$ cat src/rtl/comm_pkg.sv
// Shared types and constants for the host command link endpoint.
package comm_pkg;

    typedef enum logic [1:0] {RX_IDLE, RX_START, RX_DATA, RX_STOP} rx_state_t;
    typedef enum logic       {ASM_WAIT_HI, ASM_WAIT_LO}             asm_state_t;
    typedef enum logic       {TX_IDLE, TX_SHIFT}                    tx_state_t;

    localparam int unsigned FRAME_BITS = 10;
    localparam logic        IDLE_LVL   = 1'b1;

endpackage

$ cat src/rtl/comm_slave_if.sv
// Command/response bus between the host serial pins, the endpoint and the command processor.
interface comm_slave_if;
    import comm_pkg::*;

    logic        RX;
    logic        TX;
    logic [15:0] cmd;
    logic        cmd_rdy;
    logic        clr_cmd_rdy;
    logic [7:0]  resp;
    logic        send_resp;
    logic        tx_busy;
    logic        resp_sent;
    logic        frm_err;

    modport slave (
        input  RX, clr_cmd_rdy, resp, send_resp,
        output TX, cmd, cmd_rdy, tx_busy, resp_sent, frm_err
    );

    modport master (
        output RX, clr_cmd_rdy, resp, send_resp,
        input  TX, cmd, cmd_rdy, tx_busy, resp_sent, frm_err
    );

endinterface

$ cat src/rtl/comm_uart_rx.sv
// 8N1 byte receiver: synchronises RX, detects start, samples mid-bit, flags framing errors.
module comm_uart_rx
    import comm_pkg::*;
#(
    parameter int unsigned BAUD_DIV = 868
) (
    input  logic       clk,
    input  logic       rst,
    input  logic       rx_i,
    output logic [7:0] rx_data,
    output logic       rx_vld,
    output logic       rx_ferr,
    output logic       rx_start_o
);

    localparam logic [11:0] BAUD_LAST = 12'(BAUD_DIV - 1);
    localparam logic [11:0] BAUD_HALF = 12'(BAUD_DIV / 2);

    logic       rx_s1_q, rx_s2_q, rx_prev_q, fall_q;
    rx_state_t  state_q;
    logic [11:0] cnt_q;
    logic [3:0] bit_q;
    logic [7:0] shreg_q;

    always_ff @(posedge clk or posedge rst) begin
        if (rst) begin
            rx_s1_q    <= IDLE_LVL;
            rx_s2_q    <= IDLE_LVL;
            rx_prev_q  <= IDLE_LVL;
            fall_q     <= 1'b0;
            state_q    <= RX_IDLE;
            cnt_q      <= '0;
            bit_q      <= '0;
            shreg_q    <= '0;
            rx_data    <= '0;
            rx_vld     <= 1'b0;
            rx_ferr    <= 1'b0;
            rx_start_o <= 1'b0;
        end else begin
            rx_s1_q    <= rx_i;
            rx_s2_q    <= rx_s1_q;
            rx_prev_q  <= rx_s2_q;
            fall_q     <= rx_prev_q & ~rx_s2_q;
            rx_vld     <= 1'b0;
            rx_ferr    <= 1'b0;
            rx_start_o <= 1'b0;
            case (state_q)
                RX_IDLE: begin
                    if (fall_q) begin
                        state_q    <= RX_START;
                        cnt_q      <= '0;
                        rx_start_o <= 1'b1;
                    end
                end
                RX_START: begin
                    // Line back high at mid-start means a glitch, not a frame.
                    if (cnt_q == BAUD_HALF) begin
                        cnt_q   <= '0;
                        bit_q   <= '0;
                        state_q <= rx_s2_q ? RX_IDLE : RX_DATA;
                    end else begin
                        cnt_q <= cnt_q + 12'd1;
                    end
                end
                RX_DATA: begin
                    if (cnt_q == BAUD_LAST) begin
                        cnt_q   <= '0;
                        shreg_q <= {rx_s2_q, shreg_q[7:1]};
                        if (bit_q == 4'd7) state_q <= RX_STOP;
                        else               bit_q   <= bit_q + 4'd1;
                    end else begin
                        cnt_q <= cnt_q + 12'd1;
                    end
                end
                RX_STOP: begin
                    if (cnt_q == BAUD_LAST) begin
                        cnt_q   <= '0;
                        state_q <= RX_IDLE;
                        if (rx_s2_q) begin
                            rx_data <= shreg_q;
                            rx_vld  <= 1'b1;
                        end else begin
                            rx_ferr <= 1'b1;
                        end
                    end else begin
                        cnt_q <= cnt_q + 12'd1;
                    end
                end
                default: state_q <= RX_IDLE;
            endcase
        end
    end

endmodule

$ cat src/rtl/comm_slave.sv
// Device-side command link endpoint: assembles 2-byte commands from RX, serialises response bytes on TX.
module comm_slave
    import comm_pkg::*;
#(
    parameter int unsigned BAUD_DIV = 868
) (
    input  logic         clk,
    input  logic         rst,
    comm_slave_if.slave  bus
);

    localparam logic [11:0] BAUD_LAST = 12'(BAUD_DIV - 1);
    localparam logic [3:0]  LAST_BIT  = 4'(FRAME_BITS - 1);

    logic [7:0] rx_data;
    logic       rx_vld, rx_ferr, rx_start;

    comm_uart_rx #(.BAUD_DIV(BAUD_DIV)) u_rx (
        .clk        (clk),
        .rst        (rst),
        .rx_i       (bus.RX),
        .rx_data    (rx_data),
        .rx_vld     (rx_vld),
        .rx_ferr    (rx_ferr),
        .rx_start_o (rx_start)
    );

    asm_state_t  asm_q;
    logic [7:0]  hi_q;
    logic [15:0] cmd_q;
    logic        cmd_rdy_q;

    always_ff @(posedge clk or posedge rst) begin
        if (rst) begin
            asm_q     <= ASM_WAIT_HI;
            hi_q      <= '0;
            cmd_q     <= '0;
            cmd_rdy_q <= 1'b0;
        end else begin
            if (bus.clr_cmd_rdy || (rx_start && asm_q == ASM_WAIT_HI))
                cmd_rdy_q <= 1'b0;
            // Completion is assigned last so it overrides a same-cycle acknowledge.
            if (rx_ferr) begin
                asm_q <= ASM_WAIT_HI;
            end else if (rx_vld) begin
                case (asm_q)
                    ASM_WAIT_HI: begin
                        hi_q  <= rx_data;
                        asm_q <= ASM_WAIT_LO;
                    end
                    ASM_WAIT_LO: begin
                        cmd_q     <= {hi_q, rx_data};
                        cmd_rdy_q <= 1'b1;
                        asm_q     <= ASM_WAIT_HI;
                    end
                    default: asm_q <= ASM_WAIT_HI;
                endcase
            end
        end
    end

    tx_state_t                 tx_state_q;
    logic [FRAME_BITS-1:0]     tx_shreg_q;
    logic [11:0]               tx_cnt_q;
    logic [3:0]                tx_bit_q;
    logic                      tx_q, tx_busy_q, resp_sent_q;

    always_ff @(posedge clk or posedge rst) begin
        if (rst) begin
            tx_state_q  <= TX_IDLE;
            tx_shreg_q  <= '1;
            tx_cnt_q    <= '0;
            tx_bit_q    <= '0;
            tx_q        <= IDLE_LVL;
            tx_busy_q   <= 1'b0;
            resp_sent_q <= 1'b0;
        end else begin
            resp_sent_q <= 1'b0;
            case (tx_state_q)
                TX_IDLE: begin
                    if (bus.send_resp) begin
                        tx_shreg_q <= {IDLE_LVL, bus.resp, 1'b0};
                        tx_q       <= 1'b0;
                        tx_busy_q  <= 1'b1;
                        tx_cnt_q   <= '0;
                        tx_bit_q   <= '0;
                        tx_state_q <= TX_SHIFT;
                    end
                end
                TX_SHIFT: begin
                    if (tx_cnt_q == BAUD_LAST) begin
                        tx_cnt_q <= '0;
                        if (tx_bit_q == LAST_BIT) begin
                            tx_q        <= IDLE_LVL;
                            tx_busy_q   <= 1'b0;
                            resp_sent_q <= 1'b1;
                            tx_state_q  <= TX_IDLE;
                        end else begin
                            tx_bit_q   <= tx_bit_q + 4'd1;
                            tx_q       <= tx_shreg_q[1];
                            tx_shreg_q <= {IDLE_LVL, tx_shreg_q[FRAME_BITS-1:1]};
                        end
                    end else begin
                        tx_cnt_q <= tx_cnt_q + 12'd1;
                    end
                end
                default: tx_state_q <= TX_IDLE;
            endcase
        end
    end

    assign bus.TX        = tx_q;
    assign bus.cmd       = cmd_q;
    assign bus.cmd_rdy   = cmd_rdy_q;
    assign bus.tx_busy   = tx_busy_q;
    assign bus.resp_sent = resp_sent_q;
    assign bus.frm_err   = rx_ferr;

endmodule
$ cat src/flat_wrapper.sv
// flat-port wrapper written by rule: the top's interface ports become plain ports
module comm_slave_flat import comm_pkg::*;
#(
    parameter int unsigned BAUD_DIV = 868
)
  (clk, rst, bus_RX, bus_clr_cmd_rdy, bus_resp, bus_send_resp, bus_TX, bus_cmd, bus_cmd_rdy, bus_tx_busy, bus_resp_sent, bus_frm_err);
  comm_slave_if bus_i ();
  input  logic clk;
  input  logic rst;
  input wire logic [$bits(bus_i.RX)-1:0] bus_RX;
  input wire logic [$bits(bus_i.clr_cmd_rdy)-1:0] bus_clr_cmd_rdy;
  input wire logic [$bits(bus_i.resp)-1:0] bus_resp;
  input wire logic [$bits(bus_i.send_resp)-1:0] bus_send_resp;
  output wire logic [$bits(bus_i.TX)-1:0] bus_TX;
  output wire logic [$bits(bus_i.cmd)-1:0] bus_cmd;
  output wire logic [$bits(bus_i.cmd_rdy)-1:0] bus_cmd_rdy;
  output wire logic [$bits(bus_i.tx_busy)-1:0] bus_tx_busy;
  output wire logic [$bits(bus_i.resp_sent)-1:0] bus_resp_sent;
  output wire logic [$bits(bus_i.frm_err)-1:0] bus_frm_err;
  assign bus_i.RX = bus_RX;
  assign bus_i.clr_cmd_rdy = bus_clr_cmd_rdy;
  assign bus_i.resp = bus_resp;
  assign bus_i.send_resp = bus_send_resp;
  assign bus_TX = bus_i.TX;
  assign bus_cmd = bus_i.cmd;
  assign bus_cmd_rdy = bus_i.cmd_rdy;
  assign bus_tx_busy = bus_i.tx_busy;
  assign bus_resp_sent = bus_i.resp_sent;
  assign bus_frm_err = bus_i.frm_err;
  comm_slave #(.BAUD_DIV(BAUD_DIV)) u_core (.clk(clk), .rst(rst), .bus(bus_i));
endmodule
$ cat config.mk
export PLATFORM = sky130hd
export DESIGN_NAME = comm_slave_flat
export DESIGN_NICKNAME = d
export VERILOG_FILES = /design/src/rtl/comm_pkg.sv /design/src/rtl/comm_slave_if.sv /design/src/rtl/comm_uart_rx.sv /design/src/rtl/comm_slave.sv /design/src/flat_wrapper.sv
export SDC_FILE = /design/constraint.sdc
export NUM_CORES = 1
export LEC_CHECK = 0
export CAP_MARGIN = 10
export CORE_AREA = 2 2 94 96
export CTS_BUF_LIST = sky130_fd_sc_hd__clkbuf_2 sky130_fd_sc_hd__clkbuf_4 sky130_fd_sc_hd__clkbuf_8
export DETAILED_ROUTE_END_ITERATION = 7
export DIE_AREA = 0 0 96 98
export GPL_TIMING_DRIVEN = 0
export PLACE_DENSITY = 0.81
export SYNTH_ARGS = -nofsm -noshare
export SYNTH_HDL_FRONTEND = slang
export SYNTH_HIERARCHICAL = 1
export SYNTH_SLANG_ARGS = --single-unit
$ cat constraint.sdc
create_clock -name clk -period 1.89 [get_ports clk]
set_input_delay 0.378 -clock clk [delete_from_list [all_inputs] [get_ports clk]]
set_output_delay 0.378 -clock clk [all_outputs]
set_load 0.02 [all_outputs]
==> run metrics <==
Ports=34; Sequential Power Share=0.522; clock root cell=clkbuf_8; clock latency on the worst-skew pair=370 ps; final hold slack=362.9 ps; H-tree depth=3; std cell rows=34; CTS tree=built; wirelength, routed=9083 um; vias in the first global route=3191; cell leakage power=2.307 nW; Syn Area/Cell=11.47 um2; Final Cycle Share=1.008; die height=98 um; CP Class=flip-flop to flip-flop; Die X=96 um; Seq/Total Area, Yosys=0.5474; wire per inst=16.48 um; slew at the pin closest to its max-slew limit=833.0 ps; vias post-DR=3190; Initial Util=0.5163; DIE AREA=0.009408 mm2; first-pass GRT wire length=15030 um; Hold WC Path Type=flip-flop to flip-flop; global route overflow=0; Comb pwr share=0.166; CTS Buf Count=9; number of flops mapped to enable cells by yosys=0; clock-pin slew on the worst setup and hold paths=100 ps; final worst path period need=1905 ps; 1st-pass router iterations=4; syn nets=400; placed cell areas=0.004856 mm2; final setup skew=10.04 ps; CTS hold repair buffers=0; maximum number of pins on one net before global-route repair=42; routability cong.=0.8677; CP Max Fanout=10; status=finished with violations; Core Area=0.008466 mm2; Clock Sink Count=95; Routed Antenna Nets=0; Yosys Warn Count=6; share of layout cells above drive strength 1=0.2415; VDD IR max=0.7799 mV; storage element area=0.002397 mm2; crit path DAT=2160 ps; Layout area overhead=19.61%; ANT cells=0; final setup fails=1; Critical Path RT=2140 ps; Sw Ratio=0.2956; Power Density=818.7 mW/mm2; initial antenna violation count=0; Worst slew margin=0.4439; Finished Cell Area=0.005228 mm2; GRT Total Usage=0.2019; Post-DP HPWL=5984 um; fmax=524.9 MHz; RSZ-0062 raised after global routing=yes; Design Power=4.280 mW; worst setup margin=-15.28 ps; total of max-cap violations=0; DRT iter0 DRCs=133; NetSw=1.265 mW; share of total power in the clock network=0.312; main flop type after synthesis=dfrtp_1; Internal=3.014 mW; area of the multi-input gates=0.001944 mm2; synthesized cell area=0.004370 mm2; crit end category=flip-flop; Synth Register Bits=95; Gate Count Post-Synth=381; port bufs=33; Max Slew Vio Count=0; fill count=649; number of library cell types mapped by synthesis=59; routed vias/inst=5.789; Clock Path Buffers=2; crit start category=flip-flop; DRC violation count after routing=0; Async S/R FF share, synth=1.000; final hold violation count=0; Nets=457; failing checks=setup timing
## cell usage after synthesis (4+ instances only)
| cell type | count | share of area |
|---|---|---|
| mux2_2 | 28 | 0.072 |
| o21ai_1 | 10 | 0.011 |
| nand3b_1 | 5 | 0.0086 |
| a21oi_1 | 6 | 0.0069 |
| buf_2 | 5 | 0.0057 |
| xnor2_1 | 6 | 0.012 |
| nand2b_1 | 4 | 0.0057 |
| inv_1 | 10 | 0.0086 |
| clkbuf_1 | 7 | 0.0060 |
| o22ai_1 | 5 | 0.0072 |
| nand2_1 | 34 | 0.029 |
| mux2_1 | 12 | 0.031 |
| nor2b_1 | 8 | 0.011 |
| nand3_1 | 14 | 0.016 |
| o21a_1 | 8 | 0.014 |
| dfrtp_1 | 83 | 0.48 |
| nand4_1 | 5 | 0.0072 |
| nor3_1 | 8 | 0.0092 |
| nor4_1 | 4 | 0.0057 |
| ha_1 | 6 | 0.017 |
| o22a_1 | 8 | 0.016 |
| o211ai_1 | 4 | 0.0069 |
| o21ai_0 | 17 | 0.019 |
| nor2_1 | 20 | 0.017 |
| dfstp_2 | 12 | 0.072 |
## cell families (layout without fill, tap and decap cells)
| family | Yosys count | count (layout) | share of synthesized area |
|---|---|---|---|
| simple gates | 130 | 130 | 0.1686 |
| mux | 42 | 42 | 0.1076 |
| flops | 95 | 95 | 0.5474 |
| xor+xnor | 7 | 7 | 0.01403 |
| fa+ha+maj | 6 | 6 | 0.01718 |
| buf+inv | 24 | 86 | 0.02405 |
| compound gates | 77 | 77 | 0.1211 |
## final timing paths
kind	start	end	slack, ps	depth (start not counted)
max	u_core/u_rx/cnt_q[10]	u_core/u_rx/cnt_q[9]	-20	6
min reg2reg	u_core/u_rx/rx_s1_q	u_core/u_rx/rx_s2_q	360	0
min	u_core/u_rx/rx_s1_q	u_core/u_rx/rx_s2_q	360	0
max reg2reg	u_core/u_rx/cnt_q[10]	u_core/u_rx/cnt_q[9]	-20	6
max in group asynchronous	rst	u_core/u_rx/cnt_q[2]	790	2
min in group asynchronous	rst	u_core/bus.cmd_rdy	440	2
## final cells by class
class | count | area share
timing repair buffer | 47 | 0.08545
multi-input combinational | 262 | 0.3719
buffer | 13 | 0.01388
inverter | 10 | 0.007180
sequential | 95 | 0.4586
clock buffer | 10 | 0.02633
tap | 108 | 0.02585
clock inverter | 6 | 0.01077
## sequential cells by signal, indices dropped and copies added (netlist names), 4 cells and up, named ones only
name	flops
u_core/u_rx/shreg_q	8
u_core/hi_q	8
u_core/tx_shreg_q	8
u_core/bus.cmd	16
u_core/u_rx/bit_q	4
u_core/u_rx/cnt_q	12
u_core/tx_cnt_q	12
u_core/u_rx/rx_data	8
u_core/tx_bit_q	4
## placed cells by master, fill, tap and decap left out, types with 3 or more instances in the layout
| cell type | netlist | layout |
|---|---|---|
| a21oi_1 | 6 | 6 |
| buf_2 | 5 | 4 |
| buf_4 | 0 | 15 |
| clkbuf_1 | 7 | 3 |
| clkbuf_2 | 1 | 3 |
| clkbuf_8 | 0 | 10 |
| clkdlybuf4s50_1 | 0 | 32 |
| dfrtp_1 | 83 | 79 |
| dfrtp_2 | 0 | 4 |
| dfstp_2 | 12 | 12 |
| ha_1 | 6 | 5 |
| inv_1 | 10 | 8 |
| inv_6 | 0 | 3 |
| mux2_1 | 12 | 12 |
| mux2_2 | 28 | 28 |
| nand2_1 | 34 | 34 |
| nand2b_1 | 4 | 4 |
| nand3_1 | 14 | 13 |
| nand3b_1 | 5 | 5 |
| nand4_1 | 5 | 5 |
| nor2_1 | 20 | 19 |
| nor2b_1 | 8 | 8 |
| nor3_1 | 8 | 7 |
| nor4_1 | 4 | 4 |
| o211ai_1 | 4 | 4 |
| o21a_1 | 8 | 8 |
| o21ai_0 | 17 | 14 |
| o21ai_1 | 10 | 13 |
| o22a_1 | 8 | 8 |
| o22ai_1 | 5 | 4 |
| or3_1 | 3 | 3 |
| or4_4 | 2 | 3 |
| xnor2_1 | 6 | 6 |
## power groups by stage
stage / combinational, mW / sequential [mW] / clock [mW]
final: 0.711 / 2.23 / 1.34
after global placement: 0.466 / 2.26 / 0
after floorplan: 0.384 / 2.24 / 0
after global routing: 0.777 / 2.24 / 1.44
after detailed placement: 0.495 / 2.27 / 0
after CTS: 0.597 / 2.22 / 1.36
## worst max-delay path: stages (launching register included)
cell      delay [ps]
dfrtp_2          460
buf_4            150
or4_4            420
o31a_1           340
buf_6            160
o221ai_2         160
nand3_1           90
## metrics by stage
stage                     cells  TNS [ps]  utilization  worst slack, ps
final                       551    -15.28       0.6175           -15.28
after global routing        551    -157.0       0.6175           -43.24
after CTS                   543         0       0.6032            1.160
after detailed placement    523     -1818       0.5736           -144.5
after global placement      522    -49390       0.5712           -802.4
after floorplan             381         0            -            64.21
## layer usage
metal / up-vias / share of wire / GRT usage
li1: 1497 / - / -
met1: 1573 / 0.43 / 0.2730
met4: 0 / 0.014 / 0.08022
met3: 17 / 0.048 / 0.03086
met2: 103 / 0.51 / 0.3259
met5: - / 0 / 0
## what timing repair did
action | 4_1_cts | 5_1_grt
gates resized for setup | 8 | 26
cloned | 0 | 0
buffers inserted | 4 | 9
endpoints found under the setup margin | 32 | 47
pin swaps | 4 | 6
(Power assumes the default switching activity.)
